`config.mk`:
```
export PLATFORM = sky130hd
export DESIGN_NAME = bounce_generator
export DESIGN_NICKNAME = d
export VERILOG_FILES = /design/src/rtl/bounce_generator.sv
export SDC_FILE = /design/constraint.sdc
export NUM_CORES = 1
export LEC_CHECK = 0
export CAP_MARGIN = 10
export CORE_ASPECT_RATIO = 0.75
export CORE_MARGIN = 3
export CORE_UTILIZATION = 30
export CTS_CLUSTER_SIZE = 30
export DETAILED_ROUTE_END_ITERATION = 7
export SETUP_SLACK_MARGIN = 0.2
export SYNTH_ARGS = -nofsm -noshare
export SYNTH_HDL_FRONTEND = slang
export SYNTH_SLANG_ARGS = --single-unit
```
`constraint.sdc`:
```
create_clock -name CLK50MHZ -period 4.6 [get_ports CLK50MHZ]
set_input_delay 0.92 -clock CLK50MHZ [delete_from_list [all_inputs] [get_ports CLK50MHZ]]
set_output_delay 0.92 -clock CLK50MHZ [all_outputs]
set_load 0.01 [all_outputs]
```
`src/rtl/bounce_generator.sv`:
```
// Mechanical-switch emulator: turns a clean requested level into a contact-bounce
// waveform with LFSR-spaced edges, then settles and pulses done.
//
// state  | meaning
// IDLE   | out equals the settled level, waiting for level_in to differ
// BOUNCE | bounce window running, out toggles whenever the dwell timer expires
module bounce_generator #(
   parameter int          BOUNCE_CYCLES = 500000,
   parameter int          MIN_DWELL     = 1000,
   parameter int          DWELL_BITS    = 14,
   parameter logic [15:0] SEED          = 16'hACE1
) (
   input  logic CLK50MHZ,
   input  logic RST,
   input  logic level_in,
   output logic out,
   output logic busy,
   output logic done
);

   localparam int          WIN_W    = $clog2(BOUNCE_CYCLES + 1);
   localparam int          DWELL_W  = $clog2(MIN_DWELL + (1 << DWELL_BITS));
   localparam logic [15:0] SEED_EFF = (SEED == 16'h0000) ? 16'hACE1 : SEED;
   localparam logic [WIN_W-1:0]   WIN_LOAD  = WIN_W'(BOUNCE_CYCLES);
   localparam logic [DWELL_W-1:0] DWELL_MIN = DWELL_W'(MIN_DWELL);

   typedef enum logic {IDLE, BOUNCE} state_t;

   state_t             state, state_nxt;
   logic               out_nxt, busy_nxt, done_nxt;
   logic               stable, stable_nxt;
   logic               target, target_nxt;
   logic [15:0]        lfsr, lfsr_nxt, lfsr_step;
   logic [WIN_W-1:0]   win, win_nxt;
   logic [DWELL_W-1:0] dwell, dwell_nxt;

   // x^16 + x^14 + x^13 + x^11 + 1, shifting toward the MSB
   assign lfsr_step = {lfsr[14:0], lfsr[15] ^ lfsr[13] ^ lfsr[12] ^ lfsr[10]};

   function automatic logic [DWELL_W-1:0] dwell_load(input logic [15:0] l);
      return DWELL_MIN + DWELL_W'(l[DWELL_BITS-1:0]);
   endfunction

   always_ff @(posedge CLK50MHZ) begin
      if (RST) begin
         state  <= IDLE;
         out    <= 1'b0;
         busy   <= 1'b0;
         done   <= 1'b0;
         stable <= 1'b0;
         target <= 1'b0;
         lfsr   <= SEED_EFF;
         win    <= '0;
         dwell  <= '0;
      end else begin
         state  <= state_nxt;
         out    <= out_nxt;
         busy   <= busy_nxt;
         done   <= done_nxt;
         stable <= stable_nxt;
         target <= target_nxt;
         lfsr   <= lfsr_nxt;
         win    <= win_nxt;
         dwell  <= dwell_nxt;
      end
   end

   always_comb begin
      state_nxt  = state;
      out_nxt    = out;
      busy_nxt   = busy;
      done_nxt   = 1'b0;
      stable_nxt = stable;
      target_nxt = target;
      lfsr_nxt   = lfsr;
      win_nxt    = win;
      dwell_nxt  = dwell;
      case (state)
         IDLE: begin
            if (level_in != stable) begin
               // out equals stable here, so the first edge is always the contact make
               target_nxt = level_in;
               win_nxt    = WIN_LOAD;
               dwell_nxt  = dwell_load(lfsr);
               out_nxt    = ~out;
               busy_nxt   = 1'b1;
               state_nxt  = BOUNCE;
            end
         end
         BOUNCE: begin
            if (level_in != target) begin
               // a new request restarts the window; the dwell timer pauses for this cycle
               target_nxt = level_in;
               win_nxt    = WIN_LOAD;
            end else if (win == WIN_W'(1)) begin
               out_nxt    = target;
               stable_nxt = target;
               done_nxt   = 1'b1;
               busy_nxt   = 1'b0;
               state_nxt  = IDLE;
            end else begin
               win_nxt = win - WIN_W'(1);
               if (dwell == '0) begin
                  out_nxt   = ~out;
                  lfsr_nxt  = lfsr_step;
                  dwell_nxt = dwell_load(lfsr_step);
               end else begin
                  dwell_nxt = dwell - DWELL_W'(1);
               end
            end
         end
         default: state_nxt = IDLE;
      endcase
   end

endmodule

```
==> metrics.log, run 1 <==
INFO  metric post_cts_hold_buffer_count = 0
INFO  metric power_density = 386 nW/um^2
INFO  metric fin_tns_setup = 0 ns
INFO  metric wire_length_of_the_first_global_routing_pass = 14.6 mm
INFO  metric cap_violations = 0
INFO  metric synth_seq_cells = 56
INFO  metric grt_antenna_before_repair = 0
INFO  metric net-switching-power = 0.509 mW
INFO  metric netlist_instances = 416
INFO  metric timing.setup.critical_path_class = in2reg
INFO  metric ir_drop = 158 uV
INFO  metric synth-async-reset-ratio = 0
INFO  metric place_hpwl = 6.26 mm
INFO  metric cts_root_cell = clkbuf_16
INFO  metric internal-power = 0.918 mW
INFO  metric detailroute.via_count = 3083
INFO  metric detail_route.iter0.violations = 276
INFO  metric routed_wirelength = 9.03 mm
INFO  metric reg2regPathDepth = 9
INFO  metric antenna_nets_post_route = 0
INFO  metric worst-r2r-setup-slack = 1.70 ns
INFO  metric hold_viol = 0
INFO  metric path_max_fanout = 22
INFO  metric yosysWarningCount = 0
INFO  metric clockPowerShare = 0.281
INFO  metric groute.usage.overall = 0.143
INFO  metric chipWidth = 129 um
INFO  metric num_antenna_cells = 0
INFO  metric final_clock_period_utilization_by_the_worst_path = 0.646
INFO  metric wl_per_cell = 16.6 um
INFO  metric worstSetupStartpointType = input pin
INFO  metric yosys.cell_types.count = 58
INFO  metric max_clock_freq = 336 MHz
INFO  metric die_area = 12600 um^2
INFO  metric htree_num_levels = 2
INFO  metric timing.critical_path.to_type = flip-flop
INFO  metric drt-vias-per-instance = 5.68
INFO  metric buffer_ports.inserted = 5
INFO  metric cts_repair_resizes = 0
INFO  metric postCtsSetupBuffers = 0
INFO  metric combPwrFrac = 0.303
INFO  metric relSlewSlack = 0.337
INFO  metric switching_share = 0.357
INFO  metric cts.clk_slew.worst_paths = 0.07 ns
INFO  metric static_leakage = 1.25 nW
INFO  metric floorplan.initialDensity = 0.318
INFO  metric critical_path.reg2reg.endpoint = lfsr[5]
INFO  metric syn-cell-area = 3390 um^2
INFO  metric insertion_delay = 0.30 ns
INFO  metric leading_cell_types_in_the_layout_fill_and_taps_excluded = dfxtp_1 (56), nor2_1 (46), a21oi_1 (32)
INFO  metric layout_commonest_cell = dfxtp_1
INFO  metric cts_tree = built
INFO  metric finish.cell_count_without_fillers = 543
INFO  metric placer_s_final_routability_congestion_estimate = 0.817
INFO  metric synth_fp_nets = 425
INFO  metric fin_worst_skew = 0.00662 ns
INFO  metric layout-drive-gt1-share = 0.0860
INFO  metric avgSynthCellArea = 8.14 um^2
INFO  metric clock_sink_count = 56
INFO  metric layout_min_cycle_time = 2.97 ns
INFO  metric post_synth_edffs = 0
INFO  metric area_growth_syn_to_layout = 9.20%
INFO  metric worst_stage_delay_on_the_critical_path = 0.87 ns
INFO  metric height_of_the_die = 98.0 um
INFO  metric remaining_drc_errors = 0
INFO  metric first_global_vias = 2727
INFO  metric global_route.overflow_total = 0
INFO  metric timing.final.setup_violations = 0
INFO  metric pin_count = 6
INFO  metric setup.worst_path.start = level_in
INFO  metric synth.yosys.seq_area_share = 0.331
INFO  metric rsz0062_at_grt = no
INFO  metric cts_inserted_buffers = 5
INFO  metric design.core.area = 10700 um^2
INFO  metric cp-endpoint = lfsr[5]
INFO  metric fp-row-count = 32
INFO  metric worstMarginPinSlew = 0.991 ns
INFO  metric worst_ep_arrival_time = 3.20 ns
INFO  metric yosys_most_used_dff = dfxtp_1
INFO  metric clock_tree.buffer_depth = 2
INFO  metric worst_hold_path_type = reg2reg
INFO  metric grt_max_degree = 52
INFO  metric power.share.sequential = 0.415
INFO  metric r2r-start = dwell[0]
INFO  metric timing.critical_path.required = 4.83 ns
INFO  metric slew_viol_final = 0
INFO  metric firstDrtPassIters = 5
INFO  metric place.detailed.instances = 535
INFO  metric status = complete, no violations
INFO  metric finalNetCount = 415
INFO  metric critical-path-slowest-cell = a211oi_4
INFO  metric cells_along_the_critical_path = clkdlybuf4s50_1 > xnor2_1 > nand2_1 > a211oi_4 > buf_4 > nor3_1 > a31oi_1
[cells in the mapped netlist, types with 2 or more instances]
cell type   n  area (um^2)
dfxtp_1    56         1120
nor2_1     46          173
a21oi_1    32          160
xnor2_1    30          263
clkbuf_1   25         93.8
nand2_1    25         93.8
nor3_1     16         80.1
a31oi_1    14         87.6
mux2i_1    14          140
inv_1      12         45.0
o21ai_0    12         60.1
xor2_1     11         96.3
nand3_1    10         50.1
a211oi_1    8         60.1
or4_1       8         60.1
a311oi_1    7         61.3
nor4_1      7         43.8
o211ai_1    7         52.6
ha_1        6         75.1
o31ai_1     6         45.0
or3_1       6         37.5
nand4_1     5         31.3
or2_2       4         25.0
a2111oi_0   3         26.3
buf_2       3         15.0
o41ai_1     3         26.3
or4_4       3         33.8
a22oi_1     2         15.0
a41oi_1     2         17.5
clkinv_1    2         7.51
nor3_2      2         20.0
o311ai_0    2         17.5
or3_2       2         15.0
[sequential cells by signal (all words and copies together) (netlist names)]
signal  count
win        19
lfsr       16
dwell      15
busy        1
done        1
out         1
stable      1
state       1
target      1
[cell families after synthesis]
| family | after synthesis | synth area share |
|---|---|---|
| xor+xnor | 41 | 0.106 |
| buf+inv | 44 | 0.0521 |
| fa+ha+maj | 6 | 0.0222 |
| compound gates | 112 | 0.224 |
| simple gates | 143 | 0.224 |
| mux | 14 | 0.0414 |
| flops | 56 | 0.331 |
[per-stage QoR]
stage	hold WS, ns	setup slack [ns]	utilization	instance area (um^2)	total power, mW
after floorplan	0.461	2.10	-	3390	0.926
after global placement	0.479	1.40	0.333	3550	1.02
after detailed placement	0.491	1.31	0.333	3550	1.03
after CTS	0.509	1.63	0.347	3700	1.43
after global routing	0.561	1.45	0.347	3700	1.51
final	0.506	1.63	0.347	3700	1.43
[how the worst min path moves through the flow]
stage | start | end | cells after the start
final | busy | busy | 2
after global routing | busy | busy | 2
after CTS | lfsr[14] | lfsr[14] | 2
after detailed placement | lfsr[14] | lfsr[14] | 2
after global placement | lfsr[14] | lfsr[14] | 2
after floorplan | lfsr[14] | lfsr[14] | 2
[final cells by class]
type                    instances  area [um^2]
fillers                      1115         6950
well taps                     136          170
clock buffers                   5          125
repair buffers                 13          105
multi-input cells             316         2100
clock inverters                 3         27.5
flip-flops and latches         56         1120
inverters                      14         52.6
[power groups by stage]
stage | Combinational (mW) | Clock [mW] | Sequential (mW)
final | 0.432 | 0.402 | 0.593
after global routing | 0.476 | 0.432 | 0.600
after CTS | 0.427 | 0.411 | 0.591
after detailed placement | 0.424 | 0 | 0.603
after global placement | 0.419 | 0 | 0.600
after floorplan | 0.339 | 0 | 0.587
[critical path: cells and delay by family]
kind | cells | cell delay, ns
and+or+nand+nor | 2 | 0.21
AOI/OAI and AO/OA | 2 | 1.03
xor gates and xnor gates | 1 | 0.16
buffers and inverters | 2 | 0.88
[layer usage]
layer | vias to the layer above | track usage | routed length [um]
li1 | 1516 | - | -
met1 | 1464 | 0.235 | 4850
met2 | 94 | 0.185 | 3590
met3 | 9 | 0.0257 | 475
met4 | 0 | 0.0387 | 104
met5 | - | 0 | 0
(Power assumes the default switching activity.)
==> inputs of run 2 (changes only) <==
==> constraint.sdc (replaced) <==
create_clock -name CLK50MHZ -period 3.1 [get_ports CLK50MHZ]
set_input_delay 0.62 -clock CLK50MHZ [delete_from_list [all_inputs] [get_ports CLK50MHZ]]
set_output_delay 0.62 -clock CLK50MHZ [all_outputs]
set_load 0.01 [all_outputs]
==> run 2 against run 1 <==
  * Routed wire length grew 0.28%
  * Clock-buffer cell count is the same
  * Power grew 49%
  * Via count grew 1.0%
  * Non-clock buffer count grew 3
  * Critical path depth grew 1
  * Clock skew shrank 0.0019 ns
  * Sequential power grew 49%
  * Final cell count grew 0.55%
==> metrics.log, run 2 (synthesis gave the netlist of run 1 again) <==
INFO  metric remaining_drc_errors = 0
INFO  metric leading_cell_types_in_the_layout_fill_and_taps_excluded = dfxtp_1 (56), nor2_1 (46), a21oi_1 (32)
INFO  metric net-switching-power = 0.754 mW
INFO  metric cts_root_cell = clkbuf_16
INFO  metric worst_hold_path.num_cells = 2
INFO  metric worstSetupStartpointType = flip-flop
INFO  metric post_cts_hold_buffer_count = 0
INFO  metric final_critical_path_setup_slack = 0.511 ns
INFO  metric design.core.area = 10700 um^2
INFO  metric floorplan.initialDensity = 0.318
INFO  metric status = complete, no violations
INFO  metric largest_register_ffs = 19
INFO  metric worst_hold_path_type = reg2reg
INFO  metric timing.critical_path.required = 3.27 ns
INFO  metric buffer_ports.inserted = 5
INFO  metric hold_viol = 0
INFO  metric timing.critical_path.to_type = flip-flop
INFO  metric chipWidth = 129 um
INFO  metric static_leakage = 1.26 nW
INFO  metric layout_min_cycle_time = 2.59 ns
INFO  metric fin_worst_skew = 0.00472 ns
INFO  metric reg2regPathDepth = 8
INFO  metric cts.clk_slew.worst_paths = 0.07 ns
INFO  metric wl_per_cell = 16.6 um
INFO  metric grt_max_degree = 50
INFO  metric switching_share = 0.356
INFO  metric design_power_total = 2.12 mW
INFO  metric insertion_delay = 0.30 ns
INFO  metric fillerInstances = 1129
INFO  metric max_clock_freq = 386 MHz
INFO  metric groute.usage.overall = 0.147
INFO  metric dp_worst_setup_slack = 0.539 ns
INFO  metric clock_tree.buffer_depth = 2
INFO  metric biggestRegsByFlops = win (19), lfsr (16), dwell (15)
INFO  metric pin_count = 6
INFO  metric worst_stage_delay_on_the_critical_path = 0.52 ns
INFO  metric timing.setup.critical_path_class = reg2reg
INFO  metric fp-row-count = 32
INFO  metric wire_length_of_the_first_global_routing_pass = 15.2 mm
INFO  metric path_max_fanout = 24
INFO  metric place_hpwl = 6.48 mm
INFO  metric cap_violations = 0
INFO  metric height_of_the_die = 98.0 um
INFO  metric fin_tns_setup = 0 ns
INFO  metric first_global_vias = 2884
INFO  metric htree_num_levels = 2
INFO  metric postCtsSetupBuffers = 0
INFO  metric rsz0062_at_grt = no
INFO  metric cts_repair_resizes = 0
INFO  metric layout-drive-gt1-share = 0.0927
INFO  metric worstMarginPinSlew = 0.930 ns
INFO  metric worst_ep_arrival_time = 2.76 ns
INFO  metric placer_s_final_routability_congestion_estimate = 0.869
INFO  metric detailroute.via_count = 3114
INFO  metric die_area = 12600 um^2
INFO  metric detail_route.iter0.violations = 258
INFO  metric worst-r2r-setup-slack = 0.51 ns
INFO  metric clock_sink_count = 56
INFO  metric antenna_nets_post_route = 0
INFO  metric layout_commonest_cell = dfxtp_1
INFO  metric cts_inserted_buffers = 5
INFO  metric global_route.overflow_total = 0
INFO  metric critical-path-slowest-cell = nor3b_2
INFO  metric ir_drop = 384 uV
INFO  metric firstDrtPassIters = 5
INFO  metric num_antenna_cells = 0
INFO  metric timing.final.setup_violations = 0
INFO  metric power_density = 570 nW/um^2
INFO  metric cts_tree = built
INFO  metric largest_register = win
INFO  metric power.share.sequential = 0.417
INFO  metric count_of_buffering_cells_on_the_critical_path_with_inverters_included = 2
INFO  metric slew_viol_final = 0
INFO  metric final_clock_period_utilization_by_the_worst_path = 0.835
INFO  metric drt-vias-per-instance = 5.70
INFO  metric relSlewSlack = 0.378
INFO  metric clockPowerShare = 0.274
INFO  metric cells_along_the_critical_path = inv_1 > ha_1 > nor3b_2 > nand4_1 > a211oi_4 > buf_4 > mux2i_1 > nor2_1
INFO  metric worst_path_dominant_cell_family = simple AND/OR/NAND/NOR gates
INFO  metric routed_wirelength = 9.05 mm
INFO  metric internal-power = 1.37 mW
INFO  metric worstSetupPathDepth = 8
INFO  metric finalNetCount = 418
INFO  metric area_growth_syn_to_layout = 9.71%
INFO  metric combPwrFrac = 0.308
INFO  metric grt_antenna_before_repair = 0
run 2: cell types whose count changed in the layout (fill, tap and decap cells not counted), sizes merged:
cell      delta
buf          +3
clkinv       +1
clkinvlp     -1
run 2: layer usage:
layer / wire length [um] / GRT usage
met1: 4760 / 0.237
met2: 3610 / 0.187
met3: 556 / 0.0339
met4: 127 / 0.0468
met5: 0 / 0
run 2: metrics by stage:
| step | area, um^2 | cells | hold slack [ns] | utilization |
|---|---|---|---|---|
| final | 3720 | 546 | 0.510 | 0.349 |
| after floorplan | 3390 | 416 | 0.461 | - |
| after global placement | 3570 | 538 | 0.483 | 0.335 |
| after CTS | 3720 | 546 | 0.514 | 0.349 |
| after detailed placement | 3570 | 538 | 0.496 | 0.335 |
| after global routing | 3720 | 546 | 0.552 | 0.349 |
run 2: power by group through the flow:
stage | clock network [mW] | logic [mW] | registers, mW
floorplan | 0 | 0.502 | 0.872
global placement | 0 | 0.639 | 0.892
detailed placement | 0 | 0.644 | 0.898
CTS | 0.596 | 0.649 | 0.881
global route | 0.629 | 0.727 | 0.897
finish | 0.581 | 0.654 | 0.885
run 2: path summary, 6_finish.rpt:
path              end     start
max           lfsr[2]  dwell[0]
min          lfsr[14]  lfsr[14]
max reg2reg   lfsr[2]  dwell[0]
min reg2reg  lfsr[14]  lfsr[14]
run 2: area by class of cell:
| cell class | instances | area (um^2) | area share |
|---|---|---|---|
| multi-input cells | 316 | 2100 | 0.564 |
| flip-flops and latches | 56 | 1120 | 0.302 |
| well taps | 136 | 170 | 0.0458 |
| clock buffers | 5 | 125 | 0.0337 |
| inverters | 14 | 52.6 | 0.0141 |
| repair buffers | 16 | 128 | 0.0343 |
| clock inverters | 3 | 22.5 | 0.00606 |
run 2: worst reg2reg max path: cells and delay by family (launching register included):
| kind | cells | cell delay (ns) |
|---|---|---|
| compound gates | 1 | 0.25 |
| fa+ha+maj | 1 | 0.20 |
| buf+inv | 2 | 0.41 |
| flops | 1 | 0.38 |
| mux | 1 | 0.25 |
| simple gates | 3 | 0.98 |
